<file path="config.mk">
export PLATFORM = sky130hd
export DESIGN_NAME = fetch_unit
export DESIGN_NICKNAME = d
export VERILOG_FILES = /design/src/rtl/fetch_pkg.sv /design/src/rtl/fetch_fifo.sv /design/src/rtl/fetch_unit.sv
export SDC_FILE = /design/constraint.sdc
export NUM_CORES = 1
export LEC_CHECK = 0
export ABC_AREA = 1
export CAP_MARGIN = 15
export CORE_ASPECT_RATIO = 0.6
export CORE_MARGIN = 3
export CORE_UTILIZATION = 50
export DETAILED_ROUTE_END_ITERATION = 12
export PLACE_DENSITY_LB_ADDON = 0.15
export SETUP_SLACK_MARGIN = 0.4
export SLEW_MARGIN = 20
export SYNTH_ARGS = -nofsm -noshare
export SYNTH_HDL_FRONTEND = slang
export SYNTH_SLANG_ARGS = --single-unit
</file>
<file path="constraint.sdc">
create_clock -name clk -period 8.4 [get_ports clk]
set_input_delay 1.68 -clock clk [delete_from_list [all_inputs] [get_ports clk]]
set_output_delay 1.68 -clock clk [all_outputs]
set_load 0.1 [all_outputs]
</file>
<file path="src/rtl/fetch_pkg.sv">
`default_nettype none
// ============================================================
// fetch_pkg : shared constants and types for the fetch stage
// Rev 1.0
// ============================================================
package fetch_pkg;

  localparam logic [31:0] RESET_PC_DEFAULT = 32'h0000_0000;
  localparam int          INST_WIDTH       = 32;
  localparam logic [31:0] PC_STEP          = 32'd4;
  localparam logic [31:0] NOP_INST         = 32'h0000_0013;

  typedef struct packed {
    logic [31:0]           pc;
    logic [INST_WIDTH-1:0] instr;
  } fetch_entry_t;

endpackage
`default_nettype wire

</file>
<file path="src/rtl/fetch_fifo.sv">
`default_nettype none
// ============================================================
// fetch_fifo : synchronous FIFO with flush, count and registered head
// Rev 1.0
// ============================================================
module fetch_fifo #(
  parameter int WIDTH = 32,
  parameter int DEPTH = 2,
  parameter int CW    = $clog2(DEPTH) + 1
) (
  input  logic             clk,
  input  logic             rst,
  input  logic             push,
  input  logic [WIDTH-1:0] push_data,
  input  logic             pop,
  input  logic             flush,
  output logic [CW-1:0]    count,
  output logic [WIDTH-1:0] head
);

  localparam int AW = $clog2(DEPTH);

  logic [WIDTH-1:0] r_mem [DEPTH];
  logic [AW-1:0]    r_rd_ptr;
  logic [AW-1:0]    r_wr_ptr;
  logic [CW-1:0]    r_count;
  logic             w_push;
  logic             w_pop;

  // A push into a full FIFO is only legal when the head leaves in the same cycle
  assign w_pop  = pop && (r_count != '0) && !flush;
  assign w_push = push && !flush && ((r_count != CW'(DEPTH)) || w_pop);

  always_ff @(posedge clk) begin
    if (rst) begin
      r_rd_ptr <= '0;
      r_wr_ptr <= '0;
      r_count  <= '0;
      for (int i = 0; i < DEPTH; i++) begin
        r_mem[i] <= '0;
      end
    end else if (flush) begin
      r_rd_ptr <= '0;
      r_wr_ptr <= '0;
      r_count  <= '0;
    end else begin
      if (w_push) begin
        r_mem[r_wr_ptr] <= push_data;
        r_wr_ptr        <= r_wr_ptr + AW'(1);
      end
      if (w_pop) begin
        r_rd_ptr <= r_rd_ptr + AW'(1);
      end
      r_count <= r_count + CW'(w_push) - CW'(w_pop);
    end
  end

  assign count = r_count;
  assign head  = r_mem[r_rd_ptr];

endmodule
`default_nettype wire

</file>
<file path="src/rtl/fetch_unit.sv">
`default_nettype none
// ============================================================
// fetch_unit : fetch PC, imem request credits, prefetch FIFO, redirect
// Rev 1.0
// ============================================================
module fetch_unit
  import fetch_pkg::*;
#(
  parameter logic [31:0] RESET_PC   = RESET_PC_DEFAULT,
  parameter int          FIFO_DEPTH = 2
) (
  input  logic                  clk,
  input  logic                  rst,
  output logic                  imem_req_valid,
  input  logic                  imem_req_ready,
  output logic [31:0]           imem_req_addr,
  input  logic                  imem_resp_valid,
  input  logic [INST_WIDTH-1:0] imem_resp_data,
  input  logic                  redirect_valid,
  input  logic [31:0]           redirect_pc,
  output logic                  inst_valid,
  input  logic                  inst_ready,
  output logic [INST_WIDTH-1:0] instruction,
  output logic [31:0]           inst_pc
);

  localparam int            CW      = $clog2(FIFO_DEPTH) + 1;
  localparam int            EW      = $bits(fetch_entry_t);
  localparam logic [CW:0]   c_depth = (CW+1)'(FIFO_DEPTH);

  logic          r_rst_q;
  logic [31:0]   r_fetch_pc;
  logic [CW-1:0] r_live;
  logic [CW-1:0] r_drop;

  logic [CW-1:0] w_out_count;
  logic [CW-1:0] w_tag_count;
  logic [31:0]   w_tag_head;
  fetch_entry_t  w_out_head;
  fetch_entry_t  w_out_push_data;
  logic          w_req_hs;
  logic          w_resp_acc;
  logic          w_resp_stale;
  logic          w_resp_live;
  logic          w_resp_push;
  logic          w_consume;

  // Credits: FIFO space must cover live requests, and the tag queue caps total outstanding
  assign imem_req_valid = !r_rst_q
                       && (({1'b0, r_live} + {1'b0, w_out_count}) < c_depth)
                       && (({1'b0, r_live} + {1'b0, r_drop}) < c_depth);
  assign imem_req_addr  = r_fetch_pc;

  assign w_req_hs     = imem_req_valid && imem_req_ready;
  assign w_resp_acc   = imem_resp_valid && (w_tag_count != '0);
  assign w_resp_stale = w_resp_acc && (r_drop != '0);
  assign w_resp_live  = w_resp_acc && (r_drop == '0);
  assign w_resp_push  = w_resp_live && !redirect_valid;
  assign w_consume    = inst_valid && inst_ready;

  assign w_out_push_data = '{pc: w_tag_head, instr: imem_resp_data};

  always_ff @(posedge clk) begin
    r_rst_q <= rst;
    if (rst) begin
      r_fetch_pc <= RESET_PC;
      r_live     <= '0;
      r_drop     <= '0;
    end else if (redirect_valid) begin
      // Everything still in flight, including this cycle's request, belongs to the old stream
      r_fetch_pc <= redirect_pc & ~32'h3;
      r_live     <= '0;
      r_drop     <= r_drop + r_live + CW'(w_req_hs) - CW'(w_resp_acc);
    end else begin
      if (w_req_hs) begin
        r_fetch_pc <= r_fetch_pc + PC_STEP;
      end
      r_live <= r_live + CW'(w_req_hs) - CW'(w_resp_live);
      r_drop <= r_drop - CW'(w_resp_stale);
    end
  end

  fetch_fifo #(
    .WIDTH (EW),
    .DEPTH (FIFO_DEPTH),
    .CW    (CW)
  ) u_out_fifo (
    .clk       (clk),
    .rst       (rst),
    .push      (w_resp_push),
    .push_data (w_out_push_data),
    .pop       (w_consume),
    .flush     (redirect_valid),
    .count     (w_out_count),
    .head      (w_out_head)
  );

  // Tags are popped by every response, stale or live, so order stays aligned without a flush
  fetch_fifo #(
    .WIDTH (32),
    .DEPTH (FIFO_DEPTH),
    .CW    (CW)
  ) u_tag_fifo (
    .clk       (clk),
    .rst       (rst),
    .push      (w_req_hs),
    .push_data (r_fetch_pc),
    .pop       (w_resp_acc),
    .flush     (1'b0),
    .count     (w_tag_count),
    .head      (w_tag_head)
  );

  assign inst_valid  = (w_out_count != '0);
  assign instruction = w_out_head.instr;
  assign inst_pc     = w_out_head.pc;

endmodule
`default_nettype wire

</file>
* Yosys cells after proc, flatten, opt, wreduce, memory -nomap -nowiden
Memory sizes are Yosys's and may differ from the RTL's. A register that Yosys moved wholly into a read port is not among the register bits.
Index checks and enable logic that the tools add are counted.
** Storage, ports and cells
- Flip-flop bits (word level) :: 45
- Memory bits (writable) :: 192
- Bits of input ports :: 70
- Output and inout bits :: 98
- Word-level logic and storage cells :: 82
- Memories :: 2
** Operators by class
- $add $sub $neg :: 17
- Order comparisons :: 2
- Equal/unequal tests :: 2
- Mux-type cells :: 22
- Reductions and logical operators :: 26
** Memory list
- u_out_fifo.r_mem :: words 2, bits a word 64, read ports 1, clocked after Yosys merged registers in 1, write ports 2, line fetch_fifo.sv:23 : logic [WIDTH-1:0] r_mem [DEPTH];
- u_tag_fifo.r_mem :: words 2, bits a word 32, read ports 1, clocked after Yosys merged registers in 1, write ports 2, line fetch_fifo.sv:23
** Operators with widths (number)
- 32-bit two-way mux :: 3
- 64-bit two-way mux :: 1
- 64-bit OR reduction :: 1
- 32-bit by 3-bit adder with 32-bit output (second input constant) :: 1
- 32-bit OR reduction :: 1
- 1-bit two-way mux :: 17
- 1-bit logical AND :: 14
- 2-bit by 1-bit subtractor with 2-bit output :: 5
- 2-bit by 1-bit adder with 2-bit output :: 4
- 2-bit nonzero test :: 4
- 2-bit by 2-bit adder with 3-bit output :: 2
- 3-bit by 2-bit < comparator with 1-bit output (second input constant) :: 2
- 1-bit adder (second input constant) :: 4
- 2-bit inequality test (second input constant) :: 2
- 2-bit adder :: 1
- 1-bit logical NOT :: 2
- 2-bit logical NOT :: 1
- 1-bit logical OR :: 2
- 2-bit two-way mux :: 1
- 2-bit OR reduction :: 1

* Longest topological paths before layout
Gate-level depths: netlist of run 1.
- Word-level depth :: 12
- Mapped depth :: 12
- Mapped depth without buffers :: 12

* By module
From an unflattened synthesis of run 1, not the netlist that was laid out.
** Unflattened totals
- Cell total of the unflattened synthesis :: 1130
- Area, all modules :: 11989.0 sq um
** Modules (own cells, without submodules)
- fetch_fifo at u_out_fifo :: instances 1, cells each 446, area each 6185.9 sq um, seq. area each 3943.8 sq um
- fetch_fifo at u_tag_fifo :: instances 1, cells each 244, area each 3120.5 sq um, seq. area each 2021.9 sq um
- fetch_unit :: instances 1, cells each 440, area each 2682.6 sq um, seq. area each 700.7 sq um

* Least setup slack after synthesis of run 1
Ideal clock, no wire load.
- Kind :: in2reg
- From :: input port inst_ready
- To :: memory u_out_fifo.r_mem[1][0] in the netlist's numbering (enable)
- Setup time :: 0.568 ns
- Data arrival time :: 6.417 ns
- Required time :: 7.832 ns
- Path slack :: 1.415 ns
- Cell stages on the path :: 5
- Path buffers :: 0
- Path through :: o21a_1 nand2_1 nand3_1 nand2_2 o21ai_0
** RTL lines
- start, declared :: line fetch_unit.sv:22 : input logic inst_ready,
- end, declared :: line fetch_fifo.sv:23

==> results.md, run 1 <==
* Outcome: finished, final reports clean
* Die Height at 120 µm
* PwrDens at 238 nW/µm²
* Final Max Slew Viols at 0
* Synth area leaders: edfxtp_1 (51%), dfxtp_1 (8.3%), nor2_1 (6.6%), mux2_2 (6.4%), nand2_1 (4.6%)
* RSZ-0062 raised after global routing: no
* Worst Path Required at 6720 ps
* Fin crit period at 4910 ps
* Antenna-violating nets left at 0
* Sequential share of the synthesized area at 59.3%
* CTS tree: built
* CP peak stage delay at 1130 ps
* Most common cell after layout, fill and taps aside: nor2_1
* Critical path capture point type: output port
* Post-DP HPWL at 16800 µm
* First-pass GRT wire length at 39400 µm
* Arrival @ worst endpoint at 3230 ps
* Routed len/inst at 17.2 µm
* Cell Rows at 41
* Area of the die at 23500 µm²
* WHS at 468 ps
* F_max at 204 MHz
* P&R area growth vs syn at 21.8%
* GRT Total Usage at 21.3%
* DRC viols at 0
* IO Pins at 168
* Total negative slack at 0 ps
* Synth top area share at 51.0%
* Crit share post-route at 58.4%
* DRT iter0 DRCs at 497
* H-Tree Depth at 1
* CTS resizes at 0
* Leakage at 5.00 nW
* Max-cap violations at 0
* Initial antenna violation count at 0
* Slew margin rel. at 29.6%
* Clock transition at path regs at 60 ps
* Hold Crit Class: reg -> reg
* Cells after synthesis at 1015
* Vias in the first global route at 7144
* Initial Util at 51.3%
* Worst-path maximum fanout at 52
* Layout Skew at 16.1 ps
* Clock Root Buffer: clkbuf_16
* Port Buffer Count at 161
* Flops & latches, synth at 229
* Most frequent cells in the layout: nor2_1 (192), edfxtp_1 (184), clkdlybuf4s50_1 (161), nand2_1 (131), inv_1 (113)
* Worst vdd ir at 186 µV
* Core Region at 21100 µm²
* Endpoints failing setup at 0
* Cell Chain, Critical Path: buf_4 > mux2_2 > clkdlybuf4s50_1
* Die X-Extent at 196 µm
* Critical path class: reg -> out
* Largest net degree at the start of global routing at 63
* Slowest stage cell, crit path: clkdlybuf4s50_1
* Hold_buf cts at 0
* YS warnings at 0
* Share of layout cells above drive strength 1 at 14.6%
* Unique masters post-synth at 38
* TritonCTS buffer count at 22
* Netlist Area Pre-Place at 10800 µm²
* Vias at 7421
* GRT overflow at 0
* N_diodes at 0
* Gp weighted congestion at 0.920
* Final layout net count at 1249
* Hold Fails Final Rpt at 0
* Clock sinks at 229
* Clock Tree Buf Depth at 3
* Synthesized area per cell at 10.7 µm²
* Via density at 5.08
* Worst Setup Start Kind: flop
* Post-CTS setup buffers at 0
* TritonRoute pass-1 iters at 5
* Worst slew pin tran at 1050 ps
* Skew-Pair Late Insertion Delay at 510 ps
* Detailed Route WL at 25100 µm
* Post-synth top area cell: edfxtp_1
-- metrics by stage --
step                setup WS [ps]  instance area, µm²  instances  util (%)  power, W
floorplan                    1420               10900       1018         -   0.00204
global placement             3650               12500       1421      59.3   0.00223
detailed placement           3610               12500       1421      59.3   0.00224
CTS                          3440               13200       1460      62.5   0.00317
global route                 3370               13200       1460      62.5   0.00326
finish                       3490               13200       1460      62.5   0.00314
-- critical path: cells and delay by family, from the launching register on --
| family | cells | cell delay (ps) |
|---|---|---|
| buffers and inverters | 2 | 1790 |
| DFF | 1 | 550 |
| muxes | 1 | 320 |
-- final timing paths --
path / startpoint / to / slack (ps) / cells past startpoint
worst max-delay path: flop / inst_pc[26] / 3490 / 3
worst min-delay path: u_tag_fifo.r_rd_ptr / u_tag_fifo.r_rd_ptr / 470 / 1
worst max register to register: r_live[0] / u_tag_fifo.r_mem[1][9] / 5360 / 11
worst min register to register: u_tag_fifo.r_rd_ptr / u_tag_fifo.r_rd_ptr / 470 / 1
-- layout make-up --
class                      count  area (µm²)
fill                        1769        7930
sequential                   229        6430
clock buffer                  26         566
tap                          279         349
clock inverter                13         100
timing repair buffer         169        1670
multi-input combinational    627        3640
inverter                     117         445
-- sequential cells by signal, indices dropped and copies added (netlist names), named ones only --
name / count
u_tag_fifo.r_mem: 60
r_live: 2
u_tag_fifo.r_wr_ptr: 1
u_out_fifo.r_mem: 124
r_rst_q: 1
u_out_fifo.r_rd_ptr: 1
u_out_fifo.count: 2
r_drop: 2
u_tag_fifo.r_rd_ptr: 1
u_tag_fifo.count: 2
imem_req_addr: 30
u_out_fifo.r_wr_ptr: 1
-- routing by layer --
metal | up-vias | GRT usage, % | share of wire (%)
li1 | 3656 | - | -
met1 | 3538 | 32.7 | 49
met2 | 203 | 31.9 | 44
met3 | 24 | 4.18 | 6.5
met4 | 0 | 3.52 | 1.1
met5 | - | 0 | 0
-- cell families (layout without fill, tap and decap cells) --
group                    after synthesis  after routing  synth area share, %
AO/OA/AOI/OAI                         74             74                 3.51
XOR/XNOR                              12             12                0.970
adder cells (fa/ha/maj)               13             13                 1.71
buffers and inverters                162            325                 7.33
flip-flops                           229            229                 59.3
multiplexers                          92             92                 9.21
other                                  1              4               0.0346
AND/OR/NAND/NOR                      432            432                 18.0
-- synth_stat cells, drive strengths merged --
master and count:
or2 4, nand4 2, a21oi 31, dfxtp 45, clkinv 2, and3 1, xnor2 4, conb 1
nor2 241, edfxtp 184, mux2i 30, inv 115, clkbuf 9, xor2 8, o21ai 36, a31oi 6
nor3 1, nand3b 1, ha 10, buf 36, nand2 139, fa 3, mux2 62, o21a 1
and2 1, nand3 42
-- power breakdown --
part	switching (W)	internal (W)	total (W)
Sequential	0.0000462	0.00133	0.00137
Combinational	0.000617	0.000222	0.000839
Clock	0.000415	0.000514	0.000929
Total	0.00108	0.00206	0.00314
(Power assumes the default switching activity.)
==> run 2: changes to the inputs <==
==> constraint.sdc (replaced) <==
create_clock -name clk -period 4.9 [get_ports clk]
set_input_delay 0.98 -clock clk [delete_from_list [all_inputs] [get_ports clk]]
set_output_delay 0.98 -clock clk [all_outputs]
set_load 0.1 [all_outputs]
==> run 2 against run 1 <==
Net effect: register-to-register slack got worse by 3500 ps; count of clock-buffer cells in the layout rose by 7; clock skew grew 2.2 ps; flip-flop and latch count did not move; sequential power up 72%; hold slack lost 18 ps; core utilization is 0.62 points higher; global-route usage is 0.11 points lower; worst setup slack worse by 2600 ps; die area unchanged; critical path type unchanged.
==> results.md, run 2 (same netlist as run 1, synthesis figures left out) <==
* Worst Setup Start Kind: flop
* CTS tree: built
* Initial Util at 51.3% (unchanged)
* Max FFs per register at 124 (unchanged)
* Final Max Slew Viols at 0 (unchanged)
* Gp weighted congestion at 0.915 (-0.54%)
* Die X-Extent at 196 µm (unchanged)
* Final layout net count at 1253 (+0.32%)
* GRT overflow at 0 (unchanged)
* Cell Chain, Critical Path: nand2_1 > inv_1 > fa_1 > nor2_2 > and3_1 > clkdlybuf4s50_1
* Largest net degree at the start of global routing at 63 (unchanged)
* Hold_buf cts at 0 (unchanged)
* Clock Root Buffer: clkbuf_16
* Worst-path maximum fanout at 4 (-92%)
* Clock transition at path regs at 60 ps (about the same)
* Cell Rows at 41 (unchanged)
* IO Pins at 168 (unchanged)
* Antenna-violating nets left at 0 (unchanged)
* Worst Path Required at 3920 ps (-2800 ps)
* Max-cap violations at 0 (unchanged)
* Layout Skew at 18.3 ps (+2.20 ps)
* Critical path capture point type: output port
* TritonCTS buffer count at 23 (+4.5%)
* Clock sinks at 229 (unchanged)
* TritonRoute pass-1 iters at 5 (unchanged)
* F_max at 252 MHz
* H-Tree Depth at 1 (unchanged)
* Hold Fails Final Rpt at 0 (unchanged)
* Fin crit period at 3960 ps
* Port Buffer Count at 161 (unchanged)
* Most common cell after layout, fill and taps aside: nor2_1
* Outcome: finished, final reports clean
* Vias at 7454 (+0.44%)
* Most frequent cells in the layout: nor2_1 (192), edfxtp_1 (184), clkdlybuf4s50_1 (161), nand2_1 (131), inv_1 (113)
* Clock Tree Buf Depth at 3 (unchanged)
* Critical path class: reg -> out
* DRC viols at 0 (unchanged)
* Worst vdd ir at 278 µV (+50%)
* Hold Crit Class: reg -> reg
* GRT Total Usage at 21.2% (-0.11 points)
* Routed len/inst at 17.0 µm (-1.4%)
* First-pass GRT wire length at 39400 µm (about the same)
* Slowest stage cell, crit path: clkdlybuf4s50_1
* Area of the die at 23500 µm² (unchanged)
* Crit share post-route at 80.8%
* Via density at 5.08 (about the same)
* CP bufs+invs at 2 (unchanged)
* Post-CTS setup buffers at 0 (unchanged)
* Skew-Pair Late Insertion Delay at 510 ps (about the same)
* Detailed Route WL at 24900 µm (-1.0%)
* Total negative slack at 0 ps (unchanged)
* Arrival @ worst endpoint at 2980 ps (-250 ps)
* N_diodes at 0 (unchanged)
* CP top delay family: buffers and inverters
* Die Height at 120 µm (unchanged)
* DRT iter0 DRCs at 571 (+15%)
* RSZ-0062 raised after global routing: no
* Share of layout cells above drive strength 1 at 14.9% (+0.35 points)
* Worst slew pin tran at 1050 ps (-4.50 ps)
* CP peak stage delay at 1130 ps (about the same)
* CTS resizes at 0 (unchanged)
* Core Region at 21100 µm² (unchanged)
* Final core occ at 63.1% (+0.62 points)
* PwrDens at 418 nW/µm² (+76%)
* P&R area growth vs syn at 23.0%
* Leakage at 5.06 nW (+1.3%)
* Post-DP HPWL at 16600 µm (-1.1%)
* Reg with most FFs: u_out_fifo.r_mem
* Slew margin rel. at 29.9% (+0.30 points)
* Vias in the first global route at 7142 (-0.028%)
* Endpoints failing setup at 0 (unchanged)
* Initial antenna violation count at 0 (unchanged)
## run 2: changes by cell type in the layout (fill, tap and decap cells not counted), sizes merged
| cell | before | now |
|---|---|---|
| clkinv | 11 | 5 |
| clkinvlp | 3 | 1 |
| clkbuf | 26 | 33 |
| bufinv | 1 | 3 |
| inv | 115 | 117 |
| buf | 8 | 11 |
## run 2: per-stage QoR
stage	cells	area (µm²)	total power [W]	hold WS [ps]	worst slack (ps)
floorplan	1018	10900	0.00349	426	1480
global placement	1424	12600	0.00382	436	1140
detailed placement	1424	12600	0.00383	441	1150
CTS	1466	13300	0.00561	451	914
global route	1466	13300	0.00579	487	810
finish	1466	13300	0.00557	450	939
## run 2: area by class of cell
type / instances / area [µm²]
Clock buffer: 33 / 633
Clock inverter: 9 / 128
Fill cell: 1749 / 7800
Inverter: 117 / 445
Multi-Input combinational cell: 627 / 3640
Sequential cell: 229 / 6430
Tap cell: 279 / 349
Timing Repair Buffer: 172 / 1710
## run 2: path summary, 6_finish.rpt
| check | startpoint | to | slack (ps) | cells past startpoint |
|---|---|---|---|---|
| worst max-delay path | r_live[0] | imem_req_valid | 940 | 6 |
| worst min register to register | u_tag_fifo.r_rd_ptr | u_tag_fifo.r_rd_ptr | 450 | 1 |
| worst min-delay path | u_tag_fifo.r_rd_ptr | u_tag_fifo.r_rd_ptr | 450 | 1 |
| worst max register to register | r_live[0] | u_tag_fifo.r_mem[1][9] | 1870 | 11 |
## run 2: layer usage
layer | vias up | routed length [µm] | GRT usage (%)
met5 | - | 0 | 0
met4 | 0 | 303 | 3.52
met3 | 22 | 1460 | 3.82
met2 | 214 | 10900 | 31.8
met1 | 3571 | 12200 | 32.7
li1 | 3647 | - | -
## run 2: power breakdown
part | switching (W) | total, W | internal, W
clock network | 0.000721 | 0.00178 | 0.00106
registers | 0.0000793 | 0.00235 | 0.00227
logic | 0.00105 | 0.00143 | 0.000383
==> run 3: changes to the inputs <==
--- a/config.mk
+++ b/config.mk
@@ -9,7 +9,7 @@
 export CAP_MARGIN = 15
 export CORE_ASPECT_RATIO = 0.6
 export CORE_MARGIN = 3
-export CORE_UTILIZATION = 50
+export CORE_UTILIZATION = 49
 export DETAILED_ROUTE_END_ITERATION = 12
 export PLACE_DENSITY_LB_ADDON = 0.15
 export SETUP_SLACK_MARGIN = 0.4
==> constraint.sdc (replaced) <==
create_clock -name clk -period 3.5 [get_ports clk]
set_input_delay 0.7 -clock clk [delete_from_list [all_inputs] [get_ports clk]]
set_output_delay 0.7 -clock clk [all_outputs]
set_load 0.1 [all_outputs]
==> run 3 against run 2 <==
Net effect: clock power increased by 36%; cell count grew 0.61%; die area rose by 2.0%; register-to-register slack lost 1100 ps; global-route usage is 0.27 points lower; non-clock buffer count up 9; count of clock-buffer cells in the layout shrank 2; flip-flop and latch count unchanged; core utilization is 1.0 points lower; critical endpoint is now instruction[13]; highest routed layer unchanged.
==> results.md, run 3 (same netlist as run 1, synthesis figures left out) <==
* Die Height at 121 µm (+0.97%)
* Critical path class: reg -> out
* Port Buffer Count at 161 (unchanged)
* Clock Tree Buf Depth at 3 (unchanged)
* Placed Cells at 1433 (+0.63%)
* Largest net degree at the start of global routing at 63 (unchanged)
* Final core occ at 62.1% (-1.0 points)
* Vias in the first global route at 7156 (+0.20%)
* Hold Fails Final Rpt at 0 (unchanged)
* IO Pins at 168 (unchanged)
* F_max at 351 MHz
* CTS resizes at 0 (unchanged)
* Final Max Slew Viols at 0 (unchanged)
* Worst Setup Start Kind: flop
* Fin cells at 1475 (+0.61%)
* Max FFs per register at 124 (unchanged)
* Via density at 5.06 (-0.52%)
* Storage element area at 6430 µm² (unchanged)
* P&R area growth vs syn at 22.2%
* DRC viols at 0 (unchanged)
* Reg with most FFs: u_out_fifo.r_mem
* Share of layout cells above drive strength 1 at 23.2% (+8.2 points)
* GRT Total Usage at 20.9% (-0.27 points)
* Hold Crit Class: reg -> reg
* Clock sinks at 229 (unchanged)
* Worst Path Required at 2800 ps (-1120 ps)
* Detailed Route WL at 25000 µm (+0.42%)
* Antenna-violating nets left at 0 (unchanged)
* Final layout net count at 1262 (+0.72%)
* Most frequent cells in the layout: nor2_1 (192), edfxtp_1 (184), nand2_1 (131), inv_1 (113), buf_4 (101)
* Arrival @ worst endpoint at 2150 ps (-830 ps)
* PwrDens at 582 nW/µm² (+39%)
* Crit share post-route at 81.4%
* Initial antenna violation count at 0 (unchanged)
* N_diodes at 0 (unchanged)
* Routed len/inst at 16.9 µm (-0.19%)
* RSZ-0062 raised after global routing: no
* Layout Skew at 27.6 ps (+9.33 ps)
* Area of the die at 24000 µm² (+2.0%)
* Gp weighted congestion at 0.911 (-0.50%)
* Fillers at 1786 (+2.1%)
* Most common cell after layout, fill and taps aside: nor2_1
* TritonRoute pass-1 iters at 5 (unchanged)
* Initial Util at 50.8% (-0.49 points)
* Worst vdd ir at 362 µV (+30%)
* Outcome: finished, final reports clean
* Max-cap violations at 0 (unchanged)
* Post-CTS setup buffers at 0 (unchanged)
* Hold_buf cts at 0 (unchanged)
* Die X-Extent at 198 µm (+0.98%)
* Multi-input gate area at 3640 µm² (unchanged)
* Worst-path maximum fanout at 20 (+16)
* Leakage at 5.26 nW (+4.0%)
* CTS tree: built
* GRT overflow at 0 (unchanged)
* Post-DP HPWL at 17300 µm (+4.5%)
* Slew margin rel. at 34.1% (+4.3 points)
* H-Tree Depth at 1 (unchanged)
* Critical path capture point type: output port
* Worst slew pin tran at 985 ps (-63.9 ps)
* Vias at 7461 (+0.094%)
* TritonCTS buffer count at 23 (unchanged)
* Clock transition at path regs at 60 ps (about the same)
* Clock Root Buffer: clkbuf_16
* Skew-Pair Late Insertion Delay at 520 ps (about the same)
* Fin crit period at 2850 ps
* DRT iter0 DRCs at 503 (-12%)
* First-pass GRT wire length at 39100 µm (-0.75%)
* Total negative slack at 0 ps (unchanged)
* Cell Rows at 41 (unchanged)
* Core Region at 21300 µm² (+0.97%)
* Endpoints failing setup at 0 (unchanged)
## run 3: cell types whose count changed in the layout (fill, tap and decap cells not counted), sizes merged
cell | previous run | this run
bufinv | 3 | 2
clkbuf | 33 | 31
clkdlybuf4s50 | 161 | 72
inv | 117 | 116
buf | 11 | 109
clkinv | 5 | 10
clkinvlp | 1 | 0
## run 3: cell type report
cell class,count,area share [%]
timing repair buffer,181,12.4
multi-input combinational,627,27.5
inverter,117,3.36
clock buffer,31,4.72
sequential,229,48.5
tap,279,2.64
clock inverter,11,0.860
## run 3: metal layers
| layer | part of all wire [%] | routed length (µm) | GRT usage [%] | vias to the layer above |
|---|---|---|---|---|
| li1 | - | - | - | 3664 |
| met1 | 48 | 11900 | 31.8 | 3550 |
| met2 | 44 | 11000 | 31.6 | 216 |
| met3 | 7.0 | 1740 | 4.11 | 31 |
| met4 | 1.2 | 310 | 3.93 | 0 |
| met5 | 0 | 0 | 0 | - |
## run 3: per-stage QoR
| step | hold slack, ps | cell area (µm²) | setup slack (ps) | power (W) |
|---|---|---|---|---|
| after floorplan | 426 | 10900 | 365 | 0.00489 |
| after global placement | 431 | 12500 | 682 | 0.00534 |
| after detailed placement | 448 | 12500 | 683 | 0.00536 |
| after CTS | 457 | 13200 | 586 | 0.00778 |
| after global routing | 472 | 13200 | 550 | 0.00802 |
| final | 451 | 13200 | 651 | 0.00771 |
## run 3: path summary, 6_finish.rpt
check,cells after the start,slack (ps),end,start
worst min register to register,1,450,flop,u_tag_fifo.r_rd_ptr
worst max register to register,9,770,imem_req_addr[4],r_live[0]
worst max-delay path,3,650,instruction[13],flop
worst min-delay path,1,450,flop,u_tag_fifo.r_rd_ptr
## run 3: worst max-delay path: stages, from the launching register on
cell and delay (ps):
dfxtp_2 690, buf_4 340, mux2_2 370, buf_4 230
## run 3: power breakdown
| part | internal, W | switching, W | leakage (nW) |
|---|---|---|---|
| Combinational | 0.000515 | 0.00148 | 2.62 |
| Clock | 0.00141 | 0.00101 | 0.365 |
| Sequential | 0.00318 | 0.000111 | 2.28 |
| Total | 0.00511 | 0.00260 | 5.26 |
